## src/rtl/mem_arbiter.sv

```systemverilog
// mem_arbiter: shares a single-port synchronous RAM between the CPU (default
// owner) and an external loader. Loader bursts freeze the CPU through cpu_hold;
// the CPU read that was in flight when the hold began is replayed on resume.
module mem_arbiter #(
    parameter int unsigned ADDR_WIDTH = 12,
    parameter int unsigned DATA_WIDTH = 8,
    parameter int unsigned MAX_BURST  = 4
) (
    input  logic                  clk,
    input  logic                  reset,
    input  logic [ADDR_WIDTH-1:0] cpu_addr,
    input  logic [DATA_WIDTH-1:0] cpu_data_out,
    input  logic                  cpu_we,
    input  logic                  cpu_ioreq,
    output logic [DATA_WIDTH-1:0] cpu_data_in,
    output logic                  cpu_hold,
    input  logic                  ldr_req,
    input  logic [ADDR_WIDTH-1:0] ldr_addr,
    input  logic [DATA_WIDTH-1:0] ldr_wdata,
    input  logic                  ldr_we,
    output logic                  ldr_ack,
    output logic [DATA_WIDTH-1:0] ldr_rdata,
    output logic [ADDR_WIDTH-1:0] mem_addr,
    output logic [DATA_WIDTH-1:0] mem_wdata,
    output logic                  mem_we,
    output logic                  mem_req,
    input  logic [DATA_WIDTH-1:0] mem_rdata,
    output logic                  ldr_grant
);

    typedef enum logic [2:0] {
        StCpu,
        StDrain,
        StGrant,
        StAck,
        StNext
    } state_t;

    localparam logic [3:0] BurstMax = 4'(MAX_BURST);

    state_t                r_state;
    state_t                w_state_next;
    logic [3:0]            r_burst_cnt;
    logic                  r_replay_flag;
    logic [DATA_WIDTH-1:0] r_replay;

    // State register.
    always_ff @(posedge clk or posedge reset) begin
        if (reset) begin
            r_state <= StCpu;
        end else begin
            r_state <= w_state_next;
        end
    end

    // Burst counter and CPU read-data replay bookkeeping.
    always_ff @(posedge clk or posedge reset) begin
        if (reset) begin
            r_burst_cnt   <= '0;
            r_replay_flag <= 1'b0;
            r_replay      <= '0;
        end else begin
            if (r_state == StCpu) begin
                r_burst_cnt <= '0;
            end else if (r_state == StAck) begin
                r_burst_cnt <= r_burst_cnt + 4'd1;
            end
            // In DRAIN the RAM output still holds the CPU read from the last CPU cycle.
            if (r_state == StDrain) begin
                r_replay <= mem_rdata;
            end
            if (r_state == StNext && w_state_next == StCpu) begin
                r_replay_flag <= 1'b1;
            end else if (r_state == StCpu) begin
                r_replay_flag <= 1'b0;
            end
        end
    end

    // Next-state logic; CPU gets at least one cycle between bursts.
    always_comb begin
        w_state_next = r_state;
        case (r_state)
            StCpu:   if (ldr_req) w_state_next = StDrain;
            StDrain: w_state_next = StGrant;
            StGrant: w_state_next = StAck;
            StAck:   w_state_next = StNext;
            StNext: begin
                if (ldr_req && (r_burst_cnt < BurstMax)) begin
                    w_state_next = StGrant;
                end else begin
                    w_state_next = StCpu;
                end
            end
            default: w_state_next = StCpu;
        endcase
    end

    // RAM port steering: CPU in StCpu, loader only in StGrant, idle otherwise.
    always_comb begin
        mem_addr  = cpu_addr;
        mem_wdata = cpu_data_out;
        mem_we    = 1'b0;
        mem_req   = 1'b0;
        case (r_state)
            StCpu: begin
                mem_we  = cpu_we & ~cpu_ioreq;
                mem_req = ~cpu_ioreq;
            end
            StGrant: begin
                mem_addr  = ldr_addr;
                mem_wdata = ldr_wdata;
                mem_we    = ldr_we;
                mem_req   = 1'b1;
            end
            default: ;
        endcase
    end

    assign cpu_hold    = (r_state != StCpu);
    assign ldr_grant   = (r_state != StCpu);
    assign ldr_ack     = (r_state == StAck);
    // RAM output register holds the GRANT read through ACK (no access in ACK).
    assign ldr_rdata   = ldr_ack ? mem_rdata : '0;
    assign cpu_data_in = r_replay_flag ? r_replay : mem_rdata;

endmodule

```

## config.mk

```make
export PLATFORM = sky130hd
export DESIGN_NAME = mem_arbiter
export DESIGN_NICKNAME = d
export VERILOG_FILES = /design/src/rtl/mem_arbiter.sv
export SDC_FILE = /design/constraint.sdc
export NUM_CORES = 1
export LEC_CHECK = 0
export CORE_AREA = 2 2 55 57
export DETAILED_ROUTE_END_ITERATION = 12
export DIE_AREA = 0 0 57 59
export DONT_BUFFER_PORTS = 1
export GPL_ROUTABILITY_DRIVEN = 1
export PLACE_DENSITY_LB_ADDON = 0.1
export SYNTH_ARGS = -nofsm -noshare
export SYNTH_HDL_FRONTEND = slang
export SYNTH_SLANG_ARGS = --single-unit
export TNS_END_PERCENT = 100
```

## constraint.sdc

```tcl
create_clock -name clk -period 3.3 [get_ports clk]
set_input_delay 0.66 -clock clk [delete_from_list [all_inputs] [get_ports clk]]
set_output_delay 0.66 -clock clk [all_outputs]
set_load 0.005 [all_outputs]
```

==> results of run 1 <==
==> cells in the final DEF (no fill, tap or decap), types with 2 or more instances in the layout <==
master	n
and3b_1	2
nor2b_1	2
and2_1	9
mux2_2	19
o21a_1	2
nor2_1	6
a21oi_1	3
dfrtp_1	16
mux2_4	18
inv_1	2
o21ai_0	2
nand2_1	3
clkbuf_4	3
==> metrics by stage <==
step | util, % | setup slack [ns] | hold slack, ns | std cells
floorplan | - | 1.33 | 0.475 | 104
global placement | 43.5 | 1.23 | 0.484 | 126
detailed placement | 43.5 | 1.18 | 0.490 | 126
CTS | 44.8 | 0.866 | 0.350 | 130
global route | 44.8 | 0.700 | 0.360 | 130
finish | 44.8 | 0.864 | 0.334 | 130
==> power by group through the flow <==
stage,Combinational [mW],Clock (mW),Sequential [mW]
2_1_floorplan,0.694,0,0.329
3_3_place_gp,0.667,0,0.380
3_5_place_dp,0.672,0,0.384
4_1_cts,0.673,0.132,0.379
5_1_grt,0.718,0.150,0.398
6_report,0.663,0.130,0.379
==> sequential cells by signal, indices dropped and copies added (netlist names) <==
name           flops
r_burst_cnt        4
r_replay           8
r_replay_flag      1
r_state            3
==> logic make-up after synthesis <==
| family | share of synthesized area (%) |
|---|---|
| XOR/XNOR | 0.728 |
| multiplexers | 40.2 |
| AO/OA/AOI/OAI | 4.78 |
| buffers and inverters | 6.55 |
| AND/OR/NAND/NOR | 13.4 |
| flip-flops | 33.3 |
| adder cells (fa/ha/maj) | 1.04 |
==> area by class of cell <==
class	instances	area [sq um]	area share (%)
sequential	16	400	33.0
multi-input combinational	76	724	59.6
tap	31	38.8	3.19
inverter	2	7.51	0.618
clock buffer	4	36.3	2.99
timing repair buffer	1	7.51	0.618
==> synth_stat cells <==
cell type  number  area, sq um
o21a_1          2         15.0
nand2_1         3         11.3
a22o_1          1         8.76
o31a_1          1         8.76
nand3_1         1         5.00
xor2_1          1         8.76
inv_1           2         7.51
or3b_2          1         8.76
nor3b_1         1         7.51
nor2_1          6         22.5
buf_2           3         15.0
nor2b_1         2         12.5
and3b_1         2         17.5
nand4b_1        1         8.76
mux2_2         19          214
mux2_4         18          270
a21oi_1         3         15.0
clkbuf_1        2         7.51
buf_4           2         15.0
or2_2           1         6.26
ha_1            1         12.5
buf_6           3         33.8
nor3_1          1         5.00
and2_1          9         56.3
dfrtp_1        16          400
o21ai_0         2         10.0
==> routing by layer <==
layer  vias to the layer above  wire (microns)  track usage (%)
li1                        350               -                -
met4                         0               0             3.99
met2                        52            1300             25.0
met5                         -               0                0
met1                       354             900             15.2
met3                         0             278             2.84
==> worst paths after layout <==
check / slack [ns] / cells past startpoint / startpoint / to
max in group asynchronous: 2.56 / 1 / reset / r_burst_cnt[2]
worst min-delay path: 0.33 / 1 / reset / r_replay[4]
worst min register to register: 0.51 / 1 / r_replay[2] / r_replay[2]
worst max register to register: 1.57 / 3 / r_state[0] / r_replay[2]
worst max-delay path: 0.86 / 4 / r_state[0] / mem_addr[11]
min in group clk: 0.49 / 1 / ldr_req / r_state[0]
==> worst max-delay path: stages, from the launching register on <==
cell and delay [ns]:
dfrtp_1 0.46, nor2_1 0.17, and2_1 0.14, buf_4 0.33, mux2_2 0.40
==> reports/qor.csv, run 1 <==
metric,value,unit
drc,0,
ios,95,
finalClockSkew,0.00549,ns
switching_share,37.7,%
ys_seq_area_share,33.3,%
gp_congestion,0.826,
hold_class,input port to async pin,
overflow,0,
cts_buffers,3,
crit_arrival,1.78,ns
cp.required,2.64,ns
grt_pass1_wl,3.43,mm
layout.nets,155,
core_area,2710,sq um
internal_power,730,uW
numPortBuffers,0,
syn_nets,159,
yosysWarnings,0,
syn-cell-area,1200,sq um
num_rows,19,
maxCapViolCount,0,
clk_pin_slew_worst_paths,0.10,ns
n_antenna_cell,0,
wire_per_inst,19.1,microns
ys_seq_elements,16,
clkPwrFrac,11.1,%
hold_viol,0,
p_total,1.17,mW
hold_buffers,0,
synth_cells,104,
ir_worst_vdd,0.000460,V
status,completed,
period_share,73.8,%
dpl.hpwl,1.97,mm
power_leakage,0.540,nW
period_minus_slack,2.44,ns
sequentialPowerShare,32.4,%
drive_gt1_share,44.4,%
finalSetupTns,0,ns
antenna_found_initial,0,
fmax,0.410,GHz
fillers,265,
routed_wl,2.48,mm
clock_latency,0.28,ns
drtPass1Iterations,4,
power_frac_comb,56.6,%
areaGrowthSynthToFinish,0.936,%
viasPerCell,5.82,
setup_viol_count_final,0,
dr.first_iter.drc_count,7,
vias,756,
cp-start-kind,flip-flop,
final_antenna_net_count,0,
slew_viol_final,0,
finish.instance_area,1210,sq um
crit_fanout,22,
critPathCaptureType,primary output,
clock_sinks,16,
grt_pass1_vias,717,
power_switching,441,uW
worstMarginPinSlew,0.658,ns
initial_core_util,44.4,%
synth.distinct_cells,26,
die_area,3360,sq um
gr-usage-all-layers,13.3,%
htree_num_levels,1,
cts_root_buf,clkbuf_4,
place_area,1180,sq um
crit_type,flip-flop to primary output,
synth_area_per_cell,11.6,sq um
p_per_area,964,nW/um^2
cts_tree,built,
cts_resized,0,
die_h,59,microns
relSlewSlack,56.0,%
clockBufferDepth,2,
die_w,57,microns
post_cts_buffers,0,
grt_start_max_net_pins,23,
rsz0062_at_grt,no,
Note: power is estimated with default switching activity, not from simulation.
==> inputs of run 2 (changes only) <==
Clock period 3.3 ns to 2.4 ns, I/O delays scaled along.
==> reports/qor.csv, run 2 (same netlist as run 1, synthesis figures left out) <==
metric,value,unit
hold_viol,0,
layout.nets,156,
gr-usage-all-layers,13.8,%
htree_num_levels,1,
final_common_cell,mux2_2,
cts_root_buf,clkbuf_4,
reg.largest.list,"r_replay x8, r_burst_cnt x4, r_state x3",
cts_tree,built,
period_share,93.6,%
final_antenna_net_count,0,
antenna_found_initial,0,
multi_input_area,729,sq um
largest_reg_flops,8,
overflow,0,
drt-met1-wl,939,microns
core_area,2710,sq um
ios,95,
drtPass1Iterations,4,
wl_met2,1.28,mm
critPathCaptureType,primary output,
finalClockSkew,0.00313,ns
num_rows,19,
top_register,r_replay,
maxCapViolCount,0,
p_per_area,1330,nW/um^2
utilization,45.3,%
dr.first_iter.drc_count,17,
crit_arrival,1.77,ns
layout_common_cells,"mux2_2, mux2_4, dfrtp_1",
finalNonFillerCells,131,
cts_buffers,3,
placedCellCount,127,
dpl.hpwl,2.00,mm
wire_per_inst,19.4,microns
setup_slack,0.152,ns
slew_viol_final,0,
numPortBuffers,0,
status,completed,
drc,0,
cp.required,1.92,ns
grt_start_max_net_pins,23,
power_leakage,0.546,nW
hold_buffers,0,
finalSetupTns,0,ns
finish.instance_area,1230,sq um
setup_viol_count_final,0,
fillers,261,
period_minus_slack,2.25,ns
drive_gt1_share,46.0,%
clock_sinks,16,
routed_wl,2.55,mm
grt_pass1_wl,3.48,mm
clock_latency,0.28,ns
worst-r2r-setup-slack,0.90,ns
hold_slack,0.139,ns
r2r_cells,3,
cts_resized,0,
wl_met3,285,microns
viasPerCell,5.82,
ir_worst_vdd,0.000672,V
n_antenna_cell,0,
pre_cts_ws,0.444,ns
crit_type,flip-flop to primary output,
worstMarginPinSlew,0.596,ns
cp-start-kind,flip-flop,
seq_area,400,sq um
relSlewSlack,60.2,%
fmax,0.445,GHz
areaGrowthSynthToFinish,1.98,%
hold_class,input port to async pin,
clk_pin_slew_worst_paths,0.09,ns
worstReg2RegStart,r_state[1],
gp_congestion,0.726,
clockBufferDepth,2,
top_layer_used,met4,
vias,762,
crit_fanout,22,
initial_core_util,44.4,%
die_area,3360,sq um
grt_pass1_vias,708,
post_cts_buffers,0,
die_h,59,microns
r2r-end,r_burst_cnt[0],
p_total,1.63,mW
place_area,1190,sq um
die_w,57,microns
rsz0062_at_grt,no,
run 2: cell types whose count changed in the layout (fill, tap and decap cells not counted), sizes merged:
cell / delta
buf: +1
run 2: worst max path at each step:
| stage | endpoint | cells past startpoint | from | slack [ns] |
|---|---|---|---|---|
| 6_report | mem_addr[11] | 4 | r_state[0] | 0.15 |
| 3_3_place_gp | mem_we | 4 | r_state[1] | 0.47 |
| 3_5_place_dp | mem_we | 4 | r_state[1] | 0.44 |
| 5_1_grt | mem_addr[11] | 4 | r_state[0] | 0.04 |
| 4_1_cts | mem_we | 4 | r_state[1] | 0.11 |
| 2_1_floorplan | mem_addr[0] | 6 | r_state[0] | 0.61 |
run 2: layout make-up:
| class | instances | area share [%] |
|---|---|---|
| repair buffers | 2 | 1.22 |
| well taps | 31 | 3.16 |
| flip-flops and latches | 16 | 32.6 |
| clock buffers | 4 | 2.96 |
| multi-input cells | 76 | 59.4 |
| inverters | 2 | 0.612 |
run 2: power breakdown:
group	internal [mW]	switching (mW)
logic	0.526	0.402
registers	0.398	0.127
clock network	0.0923	0.0844
run 2: critical path: stages, from the launching register on:
cell and delay [ns]:
dfrtp_1 0.47, nor2_1 0.16, and2_1 0.14, buf_4 0.32, mux2_2 0.39
run 2: metal layers:
layer  track usage [%]  vias to the layer above
met4              6.98                        0
met1              15.7                      347
met2              25.3                       57
met5                 0                        -
li1                  -                      354
met3              1.97                        4
==> inputs of run 3 (changes only) <==
Settings changed: CTS_CLUSTER_SIZE from default to 30, SKIP_CTS_REPAIR_TIMING from default to 1, SLEW_MARGIN from default to 20.
==> results of run 3 <==
Final layout, timing and power as in run 2 (identical DEF).
